===== src/rtl/ipsxe_fft_frame_gen_pkg.sv =====
// Shared helpers and FSM encoding for the FFT test-frame generator and its source ROM.
package ipsxe_fft_frame_gen_pkg;

  typedef enum logic [1:0] {
    ST_IDLE = 2'd0,
    ST_CFG  = 2'd1,
    ST_DATA = 2'd2
  } state_t;

  function automatic int clog2(input int value);
    int r;
    r = 0;
    while ((1 << r) < value) r = r + 1;
    return r;
  endfunction

  // Sample parts are padded up to a whole number of bytes on the AXI4-Stream bus.
  function automatic int datain_width(input int input_width);
    return 8 * ((input_width + 7) / 8);
  endfunction

  function automatic int fft_len(input int log2_fft_len);
    return 1 << log2_fft_len;
  endfunction

  // A single-frame test still needs a one-bit frame counter.
  function automatic int frm_idx_width(input int frame_num);
    return (clog2(frame_num) < 1) ? 1 : clog2(frame_num);
  endfunction

endpackage


===== src/rtl/ipsxe_fft_src_rom.sv =====
// Source sample ROM: entry k holds re = k, im = -k.
module ipsxe_fft_src_rom #(
  parameter int LOG2_FFT_LEN = 4,
  parameter int INPUT_WIDTH  = 16
) (
  input  logic [LOG2_FFT_LEN-1:0]  rd_addr,
  output logic [2*INPUT_WIDTH-1:0] rd_data
);

  logic [INPUT_WIDTH-1:0] re;
  logic [INPUT_WIDTH-1:0] im;

  always_comb begin
    re      = INPUT_WIDTH'(rd_addr);
    im      = -re;
    rd_data = {im, re};
  end

endmodule


===== src/rtl/ipsxe_fft_frame_gen.sv =====
// Test-frame generator: per frame one config beat, then N samples from the source ROM.
module ipsxe_fft_frame_gen
  import ipsxe_fft_frame_gen_pkg::*;
#(
  parameter int TEST_FRAME_NUM = 10,
  parameter int LOG2_FFT_LEN   = 4,
  parameter int INPUT_WIDTH    = 16
) (
  input  logic                                   i_aclk,
  input  logic                                   i_aresetn,
  input  logic                                   i_aclken,
  input  logic                                   i_start_test,
  output logic                                   o_axi4s_cfg_tvalid,
  output logic [7:0]                             o_axi4s_cfg_tdata,
  output logic                                   o_axi4s_data_tvalid,
  output logic [2*datain_width(INPUT_WIDTH)-1:0] o_axi4s_data_tdata,
  output logic                                   o_axi4s_data_tlast,
  input  logic                                   i_axi4s_data_tready,
  output logic                                   o_gen_finished
);

  localparam int DW       = datain_width(INPUT_WIDTH);
  localparam int N        = fft_len(LOG2_FFT_LEN);
  localparam int FW       = frm_idx_width(TEST_FRAME_NUM);
  localparam int LAST_FRM = TEST_FRAME_NUM - 1;
  localparam logic [LOG2_FFT_LEN-1:0] SMP_LAST = LOG2_FFT_LEN'(N - 1);

  // NOTE: declaration initialisers give power-up values matching reset, for flows that never assert reset.
  state_t                  state          = ST_IDLE;
  logic [FW-1:0]           frm_idx        = '0;
  logic [LOG2_FFT_LEN-1:0] smp_idx        = '0;
  logic                    cfg_tvalid_q   = 1'b0;
  logic [7:0]              cfg_tdata_q    = '0;
  logic                    data_tvalid_q  = 1'b0;
  logic [2*DW-1:0]         data_tdata_q   = '0;
  logic                    data_tlast_q   = 1'b0;
  logic                    gen_finished_q = 1'b1;

  logic [LOG2_FFT_LEN-1:0]  smp_next;
  logic [FW-1:0]            frm_next;
  logic [LOG2_FFT_LEN-1:0]  rom_addr;
  logic [2*INPUT_WIDTH-1:0] rom_data;
  logic signed [INPUT_WIDTH-1:0] rom_re;
  logic signed [INPUT_WIDTH-1:0] rom_im;
  logic [2*DW-1:0]          rom_word;

  assign smp_next = smp_idx + LOG2_FFT_LEN'(1);
  assign frm_next = frm_idx + FW'(1);

  // The ROM looks one sample ahead in DATA so back-to-back transfers need no bubble;
  // outside DATA it presents sample 0 for the first beat of the next frame.
  assign rom_addr = (state == ST_DATA) ? smp_next : '0;

  ipsxe_fft_src_rom #(
    .LOG2_FFT_LEN (LOG2_FFT_LEN),
    .INPUT_WIDTH  (INPUT_WIDTH)
  ) u_src_rom (
    .rd_addr (rom_addr),
    .rd_data (rom_data)
  );

  assign rom_re   = rom_data[INPUT_WIDTH-1:0];
  assign rom_im   = rom_data[2*INPUT_WIDTH-1:INPUT_WIDTH];
  assign rom_word = {DW'(rom_im), DW'(rom_re)};

  // NOTE: all state updates use non-blocking assignments so every register samples pre-edge values.
  always_ff @(posedge i_aclk or negedge i_aresetn) begin
    if (!i_aresetn) begin
      state          <= ST_IDLE;
      frm_idx        <= '0;
      smp_idx        <= '0;
      cfg_tvalid_q   <= 1'b0;
      cfg_tdata_q    <= '0;
      data_tvalid_q  <= 1'b0;
      data_tdata_q   <= '0;
      data_tlast_q   <= 1'b0;
      gen_finished_q <= 1'b1;
    end else if (i_aclken) begin
      if (i_start_test) begin
        // A start in any state (re)starts the test; a partial frame is simply dropped.
        state          <= ST_CFG;
        frm_idx        <= '0;
        smp_idx        <= '0;
        cfg_tvalid_q   <= 1'b1;
        cfg_tdata_q    <= 8'h01;
        data_tvalid_q  <= 1'b0;
        data_tlast_q   <= 1'b0;
        gen_finished_q <= 1'b0;
      end else begin
        case (state)
          ST_IDLE: begin
            state <= ST_IDLE;
          end
          ST_CFG: begin
            state         <= ST_DATA;
            cfg_tvalid_q  <= 1'b0;
            data_tvalid_q <= 1'b1;
            data_tdata_q  <= rom_word;
            data_tlast_q  <= (smp_idx == SMP_LAST);
          end
          ST_DATA: begin
            if (i_axi4s_data_tready) begin
              if (smp_idx == SMP_LAST) begin
                smp_idx       <= '0;
                data_tvalid_q <= 1'b0;
                data_tlast_q  <= 1'b0;
                if (int'(frm_idx) < LAST_FRM) begin
                  frm_idx      <= frm_next;
                  state        <= ST_CFG;
                  cfg_tvalid_q <= 1'b1;
                  cfg_tdata_q  <= {7'd0, ~frm_next[0]};
                end else begin
                  state          <= ST_IDLE;
                  gen_finished_q <= 1'b1;
                end
              end else begin
                smp_idx      <= smp_next;
                data_tdata_q <= rom_word;
                data_tlast_q <= (smp_next == SMP_LAST);
              end
            end
          end
          default: begin
            state <= ST_IDLE;
          end
        endcase
      end
    end
  end

  assign o_axi4s_cfg_tvalid  = cfg_tvalid_q;
  assign o_axi4s_cfg_tdata   = cfg_tdata_q;
  assign o_axi4s_data_tvalid = data_tvalid_q;
  assign o_axi4s_data_tdata  = data_tdata_q;
  assign o_axi4s_data_tlast  = data_tlast_q;
  assign o_gen_finished      = gen_finished_q;

endmodule


===== config.mk =====
export PLATFORM = sky130hd
export DESIGN_NAME = ipsxe_fft_frame_gen
export DESIGN_NICKNAME = d
export VERILOG_FILES = /design/src/rtl/ipsxe_fft_frame_gen_pkg.sv /design/src/rtl/ipsxe_fft_src_rom.sv /design/src/rtl/ipsxe_fft_frame_gen.sv
export SDC_FILE = /design/constraint.sdc
export NUM_CORES = 1
export LEC_CHECK = 0
export ABC_CLOCK_PERIOD_IN_PS = 1910
export CAP_MARGIN = 20
export CORE_MARGIN = 2
export CORE_UTILIZATION = 43
export DETAILED_ROUTE_END_ITERATION = 8
export PLACE_DENSITY = 0.87
export SETUP_SLACK_MARGIN = 0.05
export SYNTH_ARGS = -nofsm -noshare
export SYNTH_HDL_FRONTEND = slang
export SYNTH_SLANG_ARGS = --single-unit

===== constraint.sdc =====
create_clock -name i_aclk -period 1.91 [get_ports i_aclk]
set_clock_uncertainty 0.05 [all_clocks]
set_input_delay 0.382 -clock i_aclk [delete_from_list [all_inputs] [get_ports i_aclk]]
set_output_delay 0.382 -clock i_aclk [all_outputs]
set_load 0.005 [all_outputs]

==> results of run 1 <==
## state kept, by name, summed over array words and instances, names as in the netlist, 2 cells and up
signal and flops:
state 2, smp_idx 4, o_axi4s_data_tdata 10, frm_idx 4
## cells by family (layout without fill, tap and decap cells)
| kind of cell | count (synthesis) | in the layout | synth area share [%] |
|---|---|---|---|
| xor gates and xnor gates | 3 | 3 | 1.606 |
| AOI/OAI and AO/OA | 34 | 34 | 14.68 |
| muxes | 9 | 9 | 7.110 |
| buffers and inverters | 46 | 59 | 18.20 |
| other | 1 | 19 | 0.2291 |
| and+or+nand+nor | 40 | 40 | 15.29 |
| DFF | 25 | 25 | 38.30 |
| adders and majority gates | 6 | 6 | 4.587 |
## synthesized netlist by cell type (3+ instances only)
cell type  instances  area share [%]
a31oi_1            5             1.9
o22ai_1            3             1.1
inv_1             10             2.3
o31ai_1            3             1.4
o21ai_0            6             1.8
nor3_1             4             1.2
buf_4             31              14
nor2_1             7             1.6
dfrtp_1           24              37
a21oi_1            5             1.5
ha_1               6             4.6
nand2_1            8             1.8
mux2i_1            3             1.8
mux2_4             5             4.6
## layout make-up
class,count,area [sq um],share of cell area [%]
timing repair buffer,44,415.4,20.88
sequential,25,629.4,31.64
inverter,11,41.29,2.075
multi-input combinational,111,794.5,39.94
clock buffer,3,41.29,2.075
clock inverter,1,7.507,0.3774
tap,48,60.06,3.019
## power breakdown
part,switching [uW],total (uW),internal [uW]
logic,158,391,233
registers,57.5,642,584
clock network,170,318,148
## worst register-to-register path: cells and delay by family (launching register included)
kind,cells,cell delay [ns]
flip-flops,1,0.45
AO/OA/AOI/OAI,1,0.20
buffers and inverters,1,0.18
adder cells (fa/ha/maj),1,0.18
AND/OR/NAND/NOR,2,0.33
multiplexers,1,0.29
## through the flow
| step | setup WS, ns | setup TNS (ns) | cells |
|---|---|---|---|
| after detailed placement | -0.06187 | -0.3676 | 238 |
| after floorplan | 0.1312 | 0 | 182 |
| after global placement | -0.04779 | -0.2841 | 238 |
| after CTS | 0.05296 | 0 | 242 |
| final | 0.1196 | 0 | 243 |
| after global routing | 0.02148 | 0 | 243 |
## worst max path at each step
stage	from	depth (start not counted)	end	slack, ns
final	smp_idx[1]	6	o_axi4s_data_tdata[19]	0.12
after global routing	smp_idx[0]	6	o_axi4s_data_tdata[19]	0.02
after CTS	smp_idx[0]	6	o_axi4s_data_tdata[19]	0.05
after detailed placement	i_axi4s_data_tready	6	frm_idx[0]	-0.06
after global placement	i_aclken	6	o_axi4s_data_tdata[17]	-0.05
after floorplan	smp_idx[0]	6	o_axi4s_data_tdata[17]	0.13
## layer usage
metal	up-vias	routed length, microns	track usage (%)
met5	-	0	0
met4	0	18	3.125
met3	2	137	3.082
met2	31	1723	27.65
met1	597	1472	23.26
li1	583	-	-
## cells in the final DEF, fill, tap and decap left out, drive strengths merged, types with 2 or more instances in the layout
cell	instances
inv	10
nand2b	2
ha	6
nand3	2
a41oi	2
clkbuf	3
conb	19
a21oi	5
a31oi	5
buf	15
nor2	8
nor3b	2
nand2	8
mux2i	3
o22ai	3
and3b	2
nand4	2
and3	3
o21ai	6
nor3	4
xnor2	2
dfrtp	24
clkdlybuf4s50	29
nand3b	2
o31ai	3
mux2	6
## repair_timing
action,CTS,global route
endpoints found under the hold margin,0,0
pin swaps,0,1
setup endpoints to repair,1,15
buffers inserted,0,1
resized for setup,1,5
==> flow_summary.ini, run 1 <==
[critical_path]
crit_required_ns = 2.02
path_buf_inv = 1
r2r_start = smp_idx[1]
path_cells = ha_4 -> and3_1 -> nor2_2 -> o21a_1 -> buf_4 -> mux2_4
critPathLaunchType = register
critPathMaxFanout = 5
r2r_slack_ns = 0.12
crit_arrival_ns = 1.90
cp_top_family = flip-flops
cpMaxStageDelayCell = dfrtp_2
slowest_delay_ns = 0.45
setup.worst_path.class = reg2reg
r2r_cells = 6
end_kind = register
regToRegEndpoint = o_axi4s_data_tdata[19]

[final_layout]
post-route-util_pct = 54.34
layout.nets = 207
n_antenna_cell = 0
area_delta_synth_final_pct = 21.56
final_cell_area_sq_mm = 0.001989
fillers = 314
drive_gt1_share_pct = 20.51

[floorplan]
die_x_microns = 65.69
pin_count = 49
start_util_pct = 44.70
fp.dieArea_sq_mm = 0.004315
core_area_sq_mm = 0.003661
rows = 22
die_y_microns = 65.69

[yosys]
ys_seq_area_share_pct = 38.30
synth.avg_cell_area_sq_um = 9.979
syn-instance-count = 164
async_reset_ff_share_pct = 100.0
syn_area_sq_mm = 0.001637
ys_types = 49
ys.flop_type = dfrtp_1
synth_edf_count = 0
ys_ff_latch = 25
yosysWarningCount = 0

[placed_design]
gp_congestion = 0.8392
place_area_sq_mm = 0.001916
port_buffers = 29
hpwlAfterDp_mm = 2.453

[grt]
grt_max_degree = 19
track_usage_pct = 16.82
antenna_found_initial = 0
grt_pass1_wl_mm = 5.595
overflow = 0
grt_pass1_vias = 1172

[pwr]
irDropWorstVdd_mv = 0.2866
p_leak_uw = 0.0009094
power_uw = 1351
power.density_mw_per_mm2 = 679.0

[detailed_routing]
drtIter0Drc = 57
drt_wl_total_mm = 3.351
route.detailed.drc = 0
dr_total_vias = 1213
first_pass_iters = 4
avgRoutedWirePerCell_microns = 13.79
final_antenna_net_count = 0
vias_per_cell = 4.992

[timing]
fin_hold_ws_ns = 0.3628
fin_crit_sh_pct = 93.74
setup_viol = 0
post-route-min-period_ns = 1.790
drv_slew = 0
hold_viol_final = 0
fmax_mhz = 558.5
rsz0062_at_grt = yes

[job]
maxCapViolCount = 0

[run_status]
status = finished, final reports clean

[clock_network]
cts_tree = yes
postCtsHoldBufs = 0
cts.clk_slew.worst_paths_ns = 0.09
insertion_delay_ns = 0.27
clock-sinks = 25
htreeDepth = 1
cts_buffers = 3
root_buffer = clkbuf_8
clock_path_buffers = 2

[worst_hold_path]
hold_class = in2async
No activity file was read; power rests on OpenSTA's default activity.
==> run 2, diff against run 1 <==
--- a/config.mk
+++ b/config.mk
@@ -8,9 +8,10 @@
 export ABC_CLOCK_PERIOD_IN_PS = 1910
 export CAP_MARGIN = 20
 export CORE_MARGIN = 2
-export CORE_UTILIZATION = 43
+export CORE_UTILIZATION = 44
+export CTS_BUF_LIST = sky130_fd_sc_hd__clkbuf_8
 export DETAILED_ROUTE_END_ITERATION = 8
-export PLACE_DENSITY = 0.87
+export PLACE_DENSITY = 0.88
 export SETUP_SLACK_MARGIN = 0.05
 export SYNTH_ARGS = -nofsm -noshare
 export SYNTH_HDL_FRONTEND = slang
==> run 2 against run 1 <==
- worst hold slack improved by 0.059 ns
- critical path depth unchanged
- cell count increased by 0.41%
- sequential power about the same
- sequential share of layout area increased by 0.13 points
- power decreased by 0.71%
- utilization increased by 0.38 points
==> flow_summary.ini, run 2 (synthesis results as in run 1) <==
[critical_path]
critPathLaunchType = register
r2r_cells = 6
critPathMaxFanout = 5
path_buf_inv = 1
r2r_slack_ns = 0.07
crit_required_ns = 2.02
cp_top_family = flip-flops
cpMaxStageDelayCell = dfrtp_1
crit_arrival_ns = 1.95
slowest_delay_ns = 0.44
setup.worst_path.class = reg2reg
end_kind = register
path_cells = ha_2 -> and3_1 -> nor2_2 -> o21a_1 -> buf_4 -> mux2_2
cp_num_cells = 6

[placed_design]
hpwlAfterDp_mm = 2.282
place_inst = 238
port_buffers = 29
place_ws_ns = -0.05702
gp_congestion = 0.8464

[timing]
fin_crit_sh_pct = 96.47
setup_viol = 0
setup_slack_ns = 0.06736
post-route-min-period_ns = 1.843
rsz0062_at_grt = no
finalSetupTns_ns = 0
hold_viol_final = 0
fmax_mhz = 542.7
drv_slew = 0

[detailed_routing]
route.detailed.drc = 0
wl_met2_mm = 1.558
wl_met3_microns = 108
final_antenna_net_count = 0
drtIter0Drc = 28
first_pass_iters = 4
avgRoutedWirePerCell_microns = 12.89
met1Wirelength_mm = 1.464
dr_total_vias = 1195
drt_wl_total_mm = 3.146
vias_per_cell = 4.898
highest_layer = met4

[floorplan]
start_util_pct = 45.39
fp.dieArea_sq_mm = 0.004223
pin_count = 49
rows = 22
core_area_sq_mm = 0.003606
die_x_microns = 64.99
die_y_microns = 64.99

[clock_network]
cts_buffers = 3
root_buffer = clkbuf_8
clock-sinks = 25
cts.clk_slew.worst_paths_ns = 0.08
insertion_delay_ns = 0.26
htreeDepth = 1
clock_path_buffers = 2
cts_tree = yes

[grt]
track_usage_pct = 15.72
grt_max_degree = 26
overflow = 0
antenna_found_initial = 0
grt_pass1_wl_mm = 5.188
grt_pass1_vias = 1113

[final_layout]
fillers = 313
layout.cells.most_common_list = clkdlybuf4s50_1, dfrtp_1, conb_1, buf_4, inv_1
final_common_cell = clkdlybuf4s50_1
n_antenna_cell = 0
largest_register_ffs = 10
layout.nets = 208
final_cell_count_no_fill = 244
area_delta_synth_final_pct = 20.57
drive_gt1_share_pct = 20.41

[run_status]
status = finished, final reports clean

[pwr]
p_leak_uw = 0.0009175
irDropWorstVdd_mv = 0.3015
power.density_mw_per_mm2 = 679.7

[job]
maxCapViolCount = 0

[worst_hold_path]
hold_class = in2async
-- run 2: worst register-to-register path, delay by kind of cell, from the launching register on --
kind / cells / cell delay (ns)
DFF: 1 / 0.44
buffers and inverters: 1 / 0.16
muxes: 1 / 0.33
AOI/OAI and AO/OA: 1 / 0.19
and+or+nand+nor: 2 / 0.36
adders and majority gates: 1 / 0.21
-- run 2: per-layer routing --
metal | vias up | track usage [%]
met1 | 576 | 20.91
met3 | 2 | 2.083
met2 | 31 | 26.93
met4 | 0 | 3.989
met5 | - | 0
li1 | 586 | -
-- run 2: power breakdown --
| part | switching (uW) | leakage, uW | internal [uW] |
|---|---|---|---|
| Sequential | 55.7 | 0.000329 | 584 |
| Combinational | 159 | 0.000563 | 235 |
| Clock | 162 | 0.0000255 | 146 |
| Total | 377 | 0.000918 | 964 |
-- run 2: cell type report --
cell class / instances / area [sq um] / share of cell area, %
Clock buffer: 3 / 41.29 / 2.093
Clock inverter: 1 / 5.005 / 0.2536
Inverter: 11 / 41.29 / 2.093
Multi-Input combinational cell: 111 / 788.3 / 39.95
Sequential cell: 25 / 626.9 / 31.77
Tap cell: 48 / 60.06 / 3.044
Timing Repair Buffer: 45 / 410.4 / 20.80
-- run 2: worst paths after layout --
check | start | to
worst max register to register | smp_idx[1] | o_axi4s_data_tdata[29]
worst min register to register | o_axi4s_data_tlast | o_axi4s_data_tlast
max in group asynchronous | i_aresetn | o_gen_finished
min in group i_aclk | o_axi4s_data_tlast | o_axi4s_data_tlast
worst min-delay path | i_aresetn | o_axi4s_cfg_tdata[0]
worst max-delay path | smp_idx[1] | o_axi4s_data_tdata[29]
-- run 2: repair_timing --
action | 4_1_cts | 5_1_grt
gates resized for setup | 0 | 3
hold endpoints to repair | 0 | 0
setup endpoints to repair | 0 | 8
setup buffers | 0 | 2
hold buffers | 0 | 0
-- run 2: per-stage QoR --
step           power, uW  hold slack (ns)  instance area (sq um)  util (%)
2_1_floorplan      895.3          0.03641                   1704         -
3_3_place_gp        1022           0.4163                   1903     52.78
3_5_place_dp        1033           0.4297                   1903     52.78
4_1_cts             1358           0.4279                   1949     54.06
5_1_grt             1429           0.4653                   1973     54.72
6_report            1341           0.4213                   1973     54.72
==> run 3, diff against run 2 <==
--- a/config.mk
+++ b/config.mk
@@ -6,7 +6,6 @@
 export NUM_CORES = 1
 export LEC_CHECK = 0
 export ABC_CLOCK_PERIOD_IN_PS = 1910
-export CAP_MARGIN = 20
 export CORE_MARGIN = 2
 export CORE_UTILIZATION = 44
 export CTS_BUF_LIST = sky130_fd_sc_hd__clkbuf_8
==> results of run 3 <==
The final DEF is identical to that of run 2; final timing and power are the same.
